`src/rtl/fetch_pkg.sv`:
```
// Shared types and constants for the instruction-fetch queue.
package fetch_pkg;

    localparam int PC_W_DEF    = 13;
    localparam int INSTR_W_DEF = 32;

    localparam logic [INSTR_W_DEF-1:0] NOP_INSTR = 32'h0000_0013;

    typedef struct packed {
        logic [PC_W_DEF-1:0]    pc;
        logic [PC_W_DEF-1:0]    pc_plus4;
        logic [INSTR_W_DEF-1:0] instr;
    } fetch_entry_t;

endpackage

```
`src/rtl/fetch_queue_if.sv`:
```
// Fetch-to-decode valid/ready handshake bundle.
interface fetch_queue_if #(
    parameter int PC_W    = 13,
    parameter int INSTR_W = 32
);

    logic               valid;
    logic               ready;
    logic [PC_W-1:0]    pc;
    logic [PC_W-1:0]    pc_plus4;
    logic [INSTR_W-1:0] instr;

    modport master (
        output valid,
        output pc,
        output pc_plus4,
        output instr,
        input  ready
    );

    modport slave (
        input  valid,
        input  pc,
        input  pc_plus4,
        input  instr,
        output ready
    );

endinterface

```
`src/rtl/fetch_queue_fifo.sv`:
```
// Circular buffer of fetch entries with push/pop/clear.
module fetch_fifo
    import fetch_pkg::*;
#(
    parameter int DEPTH = 4
) (
    input  logic                     clk_i,
    input  logic                     rst_ni,
    input  logic                     clear_i,
    input  logic                     push_i,
    input  fetch_entry_t             push_data_i,
    input  logic                     pop_i,
    output fetch_entry_t             head_o,
    output logic [$clog2(DEPTH):0]   count_o
);

    localparam int AW = $clog2(DEPTH);
    localparam int CW = AW + 1;

    fetch_entry_t   mem_q [DEPTH];
    fetch_entry_t   mem_d [DEPTH];
    logic [AW-1:0]  wr_ptr_q, wr_ptr_d;
    logic [AW-1:0]  rd_ptr_q, rd_ptr_d;
    logic [CW-1:0]  count_q, count_d;

    always_comb begin
        mem_d    = mem_q;
        wr_ptr_d = wr_ptr_q;
        rd_ptr_d = rd_ptr_q;
        count_d  = count_q;
        if (clear_i) begin
            wr_ptr_d = '0;
            rd_ptr_d = '0;
            count_d  = '0;
        end else begin
            if (push_i) begin
                mem_d[wr_ptr_q] = push_data_i;
                wr_ptr_d        = wr_ptr_q + AW'(1);
            end
            if (pop_i) begin
                rd_ptr_d = rd_ptr_q + AW'(1);
            end
            count_d = count_q + CW'(push_i) - CW'(pop_i);
        end
    end

    always_ff @(posedge clk_i or negedge rst_ni) begin
        if (!rst_ni) begin
            for (int i = 0; i < DEPTH; i++) begin
                mem_q[i] <= '0;
            end
            wr_ptr_q <= '0;
            rd_ptr_q <= '0;
            count_q  <= '0;
        end else begin
            mem_q    <= mem_d;
            wr_ptr_q <= wr_ptr_d;
            rd_ptr_q <= rd_ptr_d;
            count_q  <= count_d;
        end
    end

    assign head_o  = mem_q[rd_ptr_q];
    assign count_o = count_q;

endmodule

```
`src/rtl/fetch_queue.sv`:
```
// Fetch stage: PC-enable credit logic, imem response capture, decode queue.
module fetch_queue
    import fetch_pkg::*;
#(
    parameter int DEPTH   = 4,
    parameter int PC_W    = PC_W_DEF,
    parameter int INSTR_W = INSTR_W_DEF
) (
    input  logic                   clk_i,
    input  logic                   rst_ni,
    input  logic [PC_W-1:0]        pc_i,
    input  logic [PC_W-1:0]        pc_plus4_i,
    input  logic                   flush_i,
    output logic                   pc_en_o,
    input  logic [INSTR_W-1:0]     imem_rdata_i,
    fetch_queue_if.master          id_if,
    output logic [$clog2(DEPTH):0] occupancy_o
);

    localparam int CW = $clog2(DEPTH) + 1;
    localparam logic [CW:0] DEPTH_C = (CW+1)'(DEPTH);

    logic              inflight_q, inflight_d;
    logic [PC_W-1:0]   inflight_pc_q, inflight_pc_d;
    logic [PC_W-1:0]   inflight_pc4_q, inflight_pc4_d;

    logic              deq;
    logic              push;
    logic              head_valid;
    logic [CW-1:0]     count;
    logic [CW:0]       credit;
    fetch_entry_t      push_entry;
    fetch_entry_t      head;

    assign head_valid = (count != '0);
    assign deq        = head_valid & id_if.ready & ~flush_i;
    assign push       = inflight_q & ~flush_i;

    // Issued fetches reserve a slot before their data arrives.
    assign credit  = {1'b0, count} + {{CW{1'b0}}, inflight_q};
    assign pc_en_o = rst_ni & (flush_i | deq | (credit < DEPTH_C));

    always_comb begin
        inflight_d     = pc_en_o & ~flush_i;
        inflight_pc_d  = inflight_pc_q;
        inflight_pc4_d = inflight_pc4_q;
        if (pc_en_o) begin
            inflight_pc_d  = pc_i;
            inflight_pc4_d = pc_plus4_i;
        end
    end

    always_ff @(posedge clk_i or negedge rst_ni) begin
        if (!rst_ni) begin
            inflight_q     <= 1'b0;
            inflight_pc_q  <= '0;
            inflight_pc4_q <= '0;
        end else begin
            inflight_q     <= inflight_d;
            inflight_pc_q  <= inflight_pc_d;
            inflight_pc4_q <= inflight_pc4_d;
        end
    end

    always_comb begin
        push_entry          = '0;
        push_entry.pc       = inflight_pc_q;
        push_entry.pc_plus4 = inflight_pc4_q;
        push_entry.instr    = imem_rdata_i;
    end

    fetch_fifo #(
        .DEPTH (DEPTH)
    ) u_fifo (
        .clk_i       (clk_i),
        .rst_ni      (rst_ni),
        .clear_i     (flush_i),
        .push_i      (push),
        .push_data_i (push_entry),
        .pop_i       (deq),
        .head_o      (head),
        .count_o     (count)
    );

    assign id_if.valid    = head_valid;
    assign id_if.pc       = head.pc;
    assign id_if.pc_plus4 = head.pc_plus4;
    assign id_if.instr    = head_valid ? head.instr : NOP_INSTR;
    assign occupancy_o    = count;

endmodule

```
`src/flat_wrapper.sv`:
```
// flat-port wrapper written by rule: the top's interface ports become plain ports
module fetch_queue_flat import fetch_pkg::*;
#(
    parameter int DEPTH   = 4,
    parameter int PC_W    = PC_W_DEF,
    parameter int INSTR_W = INSTR_W_DEF
)
  (clk_i, rst_ni, pc_i, pc_plus4_i, flush_i, pc_en_o, imem_rdata_i, occupancy_o, id_if_valid, id_if_pc, id_if_pc_plus4, id_if_instr, id_if_ready);
  fetch_queue_if #(.PC_W(PC_W), .INSTR_W(INSTR_W)) id_if_i ();
  input  logic clk_i;
  input  logic rst_ni;
  input  logic [PC_W-1:0] pc_i;
  input  logic [PC_W-1:0] pc_plus4_i;
  input  logic flush_i;
  output logic pc_en_o;
  input  logic [INSTR_W-1:0] imem_rdata_i;
  output logic [$clog2(DEPTH):0] occupancy_o;
  output wire logic [$bits(id_if_i.valid)-1:0] id_if_valid;
  output wire logic [$bits(id_if_i.pc)-1:0] id_if_pc;
  output wire logic [$bits(id_if_i.pc_plus4)-1:0] id_if_pc_plus4;
  output wire logic [$bits(id_if_i.instr)-1:0] id_if_instr;
  input wire logic [$bits(id_if_i.ready)-1:0] id_if_ready;
  assign id_if_valid = id_if_i.valid;
  assign id_if_pc = id_if_i.pc;
  assign id_if_pc_plus4 = id_if_i.pc_plus4;
  assign id_if_instr = id_if_i.instr;
  assign id_if_i.ready = id_if_ready;
  fetch_queue #(.DEPTH(DEPTH), .PC_W(PC_W), .INSTR_W(INSTR_W)) u_core (.clk_i(clk_i), .rst_ni(rst_ni), .pc_i(pc_i), .pc_plus4_i(pc_plus4_i), .flush_i(flush_i), .pc_en_o(pc_en_o), .imem_rdata_i(imem_rdata_i), .id_if(id_if_i), .occupancy_o(occupancy_o));
endmodule
```
`config.mk`:
```
export PLATFORM = sky130hd
export DESIGN_NAME = fetch_queue_flat
export DESIGN_NICKNAME = d
export VERILOG_FILES = /design/src/rtl/fetch_pkg.sv /design/src/rtl/fetch_queue_if.sv /design/src/rtl/fetch_queue_fifo.sv /design/src/rtl/fetch_queue.sv /design/src/flat_wrapper.sv
export SDC_FILE = /design/constraint.sdc
export NUM_CORES = 1
export LEC_CHECK = 0
export BUFFER_PORTS_ARGS = -buffer_cell sky130_fd_sc_hd__buf_2
export CAP_MARGIN = 15
export CORE_MARGIN = 3
export CORE_UTILIZATION = 53
export DETAILED_ROUTE_END_ITERATION = 7
export GPL_ROUTABILITY_DRIVEN = 0
export PLACE_DENSITY = 0.78
export SYNTH_ARGS = -nofsm -noshare
export SYNTH_HDL_FRONTEND = slang
export SYNTH_HIERARCHICAL = 1
export SYNTH_SLANG_ARGS = --single-unit
```
`constraint.sdc`:
```
create_clock -name clk_i -period 2.6 [get_ports clk_i]
set_input_delay 0.13 -clock clk_i [delete_from_list [all_inputs] [get_ports clk_i]]
set_output_delay 0.13 -clock clk_i [all_outputs]
set_load 0.1 [all_outputs]
```
==> impl_metrics.py, run 1 <==
metrics = {
    "status": {
        "status": "finished, final reports clean",
    },
    "global_routing": {
        "grt_overflow_total": 0,
        "grt_max_degree": 171,
        "track_usage_pct": 21.6,
        "grt_pass1_vias": 7676,
        "antenna_found_initial": 0,
        "grt_pass1_wl_um": 42000,
    },
    "sta": {
        "setup_violations": 0,
        "hold_viol_final": 0,
        "max_freq_mhz": 399,
        "fin_skew_ns": 0.0228,
        "worst_slew_pin_slew_ns": 0.962,
        "final_max_slew_viol_count": 0,
        "fin_crit_sh_pct": 96.4,
        "holdWs_ns": 0.0362,
        "grt_setup_unrepaired": "yes",
        "period_needed_ns": 2.51,
        "relSlewSlack_pct": 35.9,
        "setup_slack_ns": 0.0939,
    },
    "synthesis": {
        "yosys.area.top_type": "dfrtp_1",
        "synth_top_family_by_area": "multiplexers",
        "ys_seq_area_share_pct": 55.2,
        "synth_fa_ha_area_share_pct": 0.788,
        "async_reset_ff_share_pct": 100,
        "netlist-cell-type-count": 28,
        "postSynthCellCount": 697,
        "syn_nets": 766,
        "synth_compound_gate_area_share_pct": 0.249,
        "synth-simple-area-share_pct": 2.97,
        "yosysMostFrequentCell": "dfrtp_1",
        "synth_top_area_share_pct": 55.2,
        "synth-edff-count": 0,
        "synthXorXnorAreaFrac_pct": 0.332,
        "ys_ff_latch": 266,
        "syn_area_mm2": 0.0121,
        "synth_ff_type": "dfrtp_1",
        "synth_area_leaders": "dfrtp_1 (55%), mux2_2 (16%), mux4_2 (11%), mux2_4 (9.8%), buf_6 (1.3%)",
        "yosys-top-cells-count": "dfrtp_1 (266), mux2_2 (174), mux2_4 (79), mux4_2 (58), buf_2 (20)",
        "yosys_warnings": 6,
        "synth.area.mux_share_pct": 37.5,
        "avgSynthCellArea_um2": 17.3,
    },
    "detailed_routing": {
        "wirelength_um": 25900,
        "ant_nets": 0,
        "drt-initial-drc-count": 370,
        "wl_per_cell_um": 21.8,
        "dr.pass1.iters": 4,
        "via_per_inst": 5.67,
        "vias": 6750,
        "post-route-drc-count": 0,
    },
    "cts": {
        "clockBufferDepth": 3,
        "cts_setup_buffers": 0,
        "cts_made_buffers": 28,
        "h-tree-depth": 1,
        "root_buffer": "clkbuf_16",
        "cts_tree": "yes",
        "clk_pin_slew_ns": 0.06,
        "cts_sinks": 266,
        "clock_latency_ns": 0.54,
    },
    "pwr": {
        "peakVddDrop_mv": 1.29,
        "powerDensity_mw_per_mm2": 1090,
        "p_seq_share_pct": 32.5,
        "switching_share_pct": 42.1,
        "leakagePower_nw": 7.29,
        "power.share.clock_pct": 26.5,
        "switchingPower_mw": 6.75,
        "internal_power_mw": 9.29,
        "finalPower_mw": 16.0,
        "p_comb_share_pct": 41.0,
    },
    "final_layout": {
        "fin_nets": 958,
        "final_cells": 1191,
        "antennaDiodeCount": 0,
        "area_delta_synth_final_pct": 21.8,
        "drive_gt1_share_pct": 57.2,
        "final_area_mm2": 0.0147,
    },
    "setup_path": {
        "crit_type": "reg -> out",
        "worstPathArrival_ns": 2.38,
        "worstPathMaxFanout": 27,
        "r2r_start": "u_core/u_fifo/count_o[1]",
        "startpoint_type": "register",
        "cp_data_required_time_ns": 2.47,
        "startpoint": "u_core/u_fifo/rd_ptr_q[0]",
        "critPathCaptureType": "output pin",
    },
    "place": {
        "postPlaceCellArea_mm2": 0.0130,
        "pre_cts_ws_ns": 0.511,
        "port_buffers": 124,
        "dp_cells": 1077,
        "hpwl_um": 15800,
    },
    "run": {
        "drv_cap": 0,
    },
    "floorplanning": {
        "start_util_pct": 54.6,
        "coreArea_mm2": 0.0221,
        "rows": 54,
        "ioPinCount": 125,
        "die_height_um": 157,
        "die_w_um": 157,
        "dieArea_mm2": 0.0246,
    },
    "worst_hold_path": {
        "hold_class": "in -> async",
    },
}
==> registers in the layout (all words and copies together) (netlist names) <==
| register | count |
|---|---|
| u_core/u_fifo/wr_ptr_q | 2 |
| u_core/inflight_pc_q | 13 |
| u_core/inflight_q | 1 |
| u_core/u_fifo/count_o | 3 |
| u_core/u_fifo/rd_ptr_q | 2 |
| u_core/inflight_pc4_q | 13 |
| u_core/u_fifo/mem_q | 232 |
==> metal layers <==
metal / vias to the layer above / track usage, % / routed length [um]
li1: 2942 / - / -
met1: 3609 / 28.1 / 11000
met2: 156 / 38.7 / 13400
met3: 43 / 2.93 / 906
met4: 0 / 5.17 / 620
met5: - / 0 / 0
==> worst max-delay path: stages, from the launching register on <==
cell	delay (ns)
dfrtp_4	0.57
buf_16	0.27
mux4_2	0.52
and2b_1	0.16
buf_2	0.28
==> cells by family (layout without fill, tap and decap cells) <==
logic type / Yosys count / in the layout
AOI/OAI and AO/OA: 4 / 4
xor gates and xnor gates: 3 / 3
adders and majority gates: 7 / 7
buffers and inverters: 52 / 266
DFF: 266 / 266
muxes: 317 / 317
and+or+nand+nor: 48 / 48
==> power by group through the flow <==
stage               Combinational (mW)  Sequential, mW  Clock, mW
CTS                               6.53            5.20       4.34
floorplan                         5.35            5.21          0
detailed placement                6.44            5.27          0
finish                            6.58            5.21       4.25
global placement                  6.36            5.18          0
global route                      6.83            5.29       4.52
==> worst paths after layout <==
kind,endpoint,slack [ns],depth (start not counted)
max,id_if_instr[30],0.09,4
min,u_core/inflight_q,0.04,2
max reg2reg,u_core/u_fifo/count_o[2],0.52,9
min reg2reg,u_core/u_fifo/mem_q[40],0.49,1
max in group asynchronous,u_core/u_fifo/count_o[1],1.26,3
min in group clk_i,u_core/inflight_pc_q[11],0.35,3
==> cell type report <==
cell class	count	area, um2
Clock buffer	36	781
Clock inverter	16	229
Fill cell	1498	7410
Inverter	6	22.5
Multi-Input combinational cell	379	5050
Sequential cell	266	6670
Tap cell	280	350
Timing Repair Buffer	208	1580
==> cells in the final DEF, fill, tap and decap left out, types with 5 or more instances in the layout <==
cell type and count:
clkbuf_16 28, and2b_1 12, dfrtp_1 261, mux2_2 174, mux4_2 58, ha_1 6, dlygate4sd3_1 62, nor2_1 6
nor2b_1 19, mux2_1 5, bufinv_16 5, clkinv_2 5, clkinvlp_4 5, clkbuf_8 5, buf_2 104, buf_4 29
buf_12 7, inv_1 6, mux2_4 79
==> per-stage QoR <==
| stage | utilization (%) | TNS (ns) |
|---|---|---|
| after global placement | 58.8 | 0 |
| after floorplan | - | 0 |
| after detailed placement | 58.8 | 0 |
| after global routing | 66.5 | -0.0171 |
| final | 66.5 | 0 |
| after CTS | 66.2 | -0.0254 |
==> timing repair <==
action,CTS,global route
hold endpoints to repair,300,0
hold buffers,62,0
resized for setup,0,37
setup endpoints to repair,3,38
pin swaps,0,0
cloned,0,0
No activity file was read; power rests on OpenSTA's default activity.
==> run 2, diff against run 1 <==
--- a/config.mk
+++ b/config.mk
@@ -5,8 +5,10 @@
 export SDC_FILE = /design/constraint.sdc
 export NUM_CORES = 1
 export LEC_CHECK = 0
+export ABC_AREA = 0
 export BUFFER_PORTS_ARGS = -buffer_cell sky130_fd_sc_hd__buf_2
 export CAP_MARGIN = 15
+export CORE_ASPECT_RATIO = 0.5
 export CORE_MARGIN = 3
 export CORE_UTILIZATION = 53
 export DETAILED_ROUTE_END_ITERATION = 7
==> run 2 against run 1 <==
  * Register-to-register slack worse by 0.14 ns
  * Worst setup slack got worse by 0.0030 ns
  * Combinational power is 0.8% lower
  * Critical path depth did not move
  * Hold slack improved by 0.025 ns
  * Die area up 0.44%
  * Global-route usage fell by 0.88 points
  * Clock skew fell by 0.0035 ns
  * Non-clock buffer count grew 7
  * Final area decreased by 0.92%
  * Maximum frequency down 0.12%
  * Final cell count increased by 1.6%
  * Highest routed layer unchanged
==> impl_metrics.py, run 2 (synthesized netlist as in run 1, its figures left out) <==
metrics = {
    "status": {
        "status": "finished, final reports clean",
    },
    "cts": {
        "clk_pin_slew_ns": 0.07,
        "cts_sinks": 266,
        "h-tree-depth": 1,
        "clock_latency_ns": 0.53,
        "cts_tree": "yes",
        "cts_made_buffers": 24,
        "cts_resized": 0,
        "clockBufferDepth": 3,
        "root_buffer": "clkbuf_16",
    },
    "floorplanning": {
        "dieArea_mm2": 0.0247,
        "rows": 38,
        "die_height_um": 113,
        "start_util_pct": 54.8,
        "die_w_um": 219,
        "coreArea_mm2": 0.0220,
        "ioPinCount": 125,
    },
    "detailed_routing": {
        "wirelength_um": 24600,
        "via_per_inst": 5.51,
        "wl_per_cell_um": 20.3,
        "vias": 6669,
        "drt-initial-drc-count": 356,
        "ant_nets": 0,
        "dr.pass1.iters": 4,
        "post-route-drc-count": 0,
    },
    "global_routing": {
        "grt_overflow_total": 0,
        "grt_pass1_wl_um": 40600,
        "antenna_found_initial": 0,
        "track_usage_pct": 20.7,
        "grt_max_degree": 142,
        "grt_pass1_vias": 7447,
    },
    "setup_path": {
        "reg2reg_slack_ns": 0.38,
        "worstPathMaxFanout": 23,
        "r2r_start": "u_core/u_fifo/count_o[1]",
        "cp_data_required_time_ns": 2.47,
        "critPathCaptureType": "output pin",
        "reg2regPathDepth": 10,
        "worstPathArrival_ns": 2.38,
        "startpoint_type": "register",
        "crit_type": "reg -> out",
        "r2r-end": "u_core/u_fifo/count_o[2]",
    },
    "sta": {
        "holdWs_ns": 0.0613,
        "final_max_slew_viol_count": 0,
        "max_freq_mhz": 399,
        "worst_slew_pin_slew_ns": 0.746,
        "hold_viol_final": 0,
        "relSlewSlack_pct": 50.3,
        "setup_violations": 0,
        "grt_setup_unrepaired": "no",
        "period_needed_ns": 2.51,
        "fin_crit_sh_pct": 96.5,
        "setup_total_negative_slack_ns": 0,
        "fin_skew_ns": 0.0193,
    },
    "final_layout": {
        "area_delta_synth_final_pct": 20.6,
        "largest_reg_flops": 232,
        "layout_common_cells": "dfrtp_1 (261), mux2_2 (174), buf_2 (122)",
        "nFillCells": 1536,
        "layout_commonest_cell": "dfrtp_1",
        "drive_gt1_share_pct": 57.0,
        "top_register": "u_core/u_fifo/mem_q",
        "top_regs": "u_core/u_fifo/mem_q x232, u_core/inflight_pc4_q x13, u_core/inflight_pc_q x13",
        "antennaDiodeCount": 0,
        "fin_nets": 961,
    },
    "place": {
        "hpwl_um": 14800,
        "port_buffers": 124,
    },
    "pwr": {
        "peakVddDrop_mv": 0.977,
        "leakagePower_nw": 7.25,
        "powerDensity_mw_per_mm2": 1050,
    },
    "worst_hold_path": {
        "hold_class": "in -> async",
    },
    "run": {
        "drv_cap": 0,
    },
}
==> run 2: changes by cell type in the layout (fill, tap and decap cells not counted), moves of 2 or more <==
| cell | delta |
|---|---|
| buf_6 | -2 |
| buf_12 | +5 |
| clkbuf_1 | +2 |
| clkbuf_16 | -4 |
| clkinv_2 | -2 |
| buf_4 | -10 |
| buf_2 | +18 |
| bufinv_16 | -3 |
| clkinvlp_4 | -3 |
| clkbuf_4 | -2 |
| clkinv_4 | +3 |
==> run 2: area by class of cell <==
type / instances / area, um2 / area share [%]
clock buffer: 33 / 674 / 4.63
clock inverter: 11 / 133 / 0.911
inverter: 6 / 22.5 / 0.155
multi-input combinational: 379 / 5050 / 34.7
sequential: 266 / 6680 / 45.9
tap: 300 / 375 / 2.58
timing repair buffer: 215 / 1620 / 11.1
==> run 2: timing repair <==
item	CTS	global route
endpoints found under the setup margin	0	6
hold buffers	61	0
setup buffers	0	6
endpoints found under the hold margin	376	0
==> run 2: where the power goes <==
group | leakage (nW) | internal, mW | switching [mW]
sequential | 3.50 | 4.78 | 0.417
clock | 0.390 | 2.04 | 1.56
combinational | 3.35 | 1.86 | 4.67
total | 7.25 | 8.67 | 6.64
==> run 2: metal layers <==
metal,up-vias,wire length (um),global-route usage (%)
li1,2951,-,-
met2,98,12500,36.0
met1,3593,11000,28.2
met3,27,757,3.27
met5,-,0,0
met4,0,337,3.79
==> run 2: how the worst max path moves through the flow <==
stage | startpoint | end | slack [ns] | depth (start not counted)
after floorplan | u_core/u_fifo/count_o[1] | u_core/u_fifo/count_o[2] | 0.03 | 10
after global placement | u_core/u_fifo/count_o[1] | u_core/u_fifo/count_o[2] | 0.46 | 10
after detailed placement | u_core/u_fifo/count_o[1] | u_core/u_fifo/count_o[2] | 0.39 | 10
after CTS | u_core/u_fifo/rd_ptr_q[0] | id_if_instr[30] | 0.01 | 4
after global routing | u_core/u_fifo/rd_ptr_q[1] | id_if_instr[18] | 0.03 | 4
final | u_core/u_fifo/rd_ptr_q[1] | id_if_instr[18] | 0.09 | 4
==> run 2: worst max-delay path, cell delays in order, from the launching register on <==
cell	delay (ns)
dfrtp_4	0.71
buf_4	0.27
mux4_2	0.19
nor2b_1	0.21
buf_2	0.47
==> run 2: stage by stage <==
step / setup slack [ns] / area, um2 / util, % / instances / total power [mW]
floorplan: 0.0338 / 12100 / - / 697 / 10.6
global placement: 0.457 / 13100 / 59.4 / 1099 / 11.6
detailed placement: 0.393 / 13100 / 59.4 / 1099 / 11.7
CTS: 0.0125 / 14500 / 65.8 / 1204 / 15.4
global route: 0.0284 / 14600 / 66.1 / 1210 / 15.9
finish: 0.0908 / 14600 / 66.1 / 1210 / 15.3
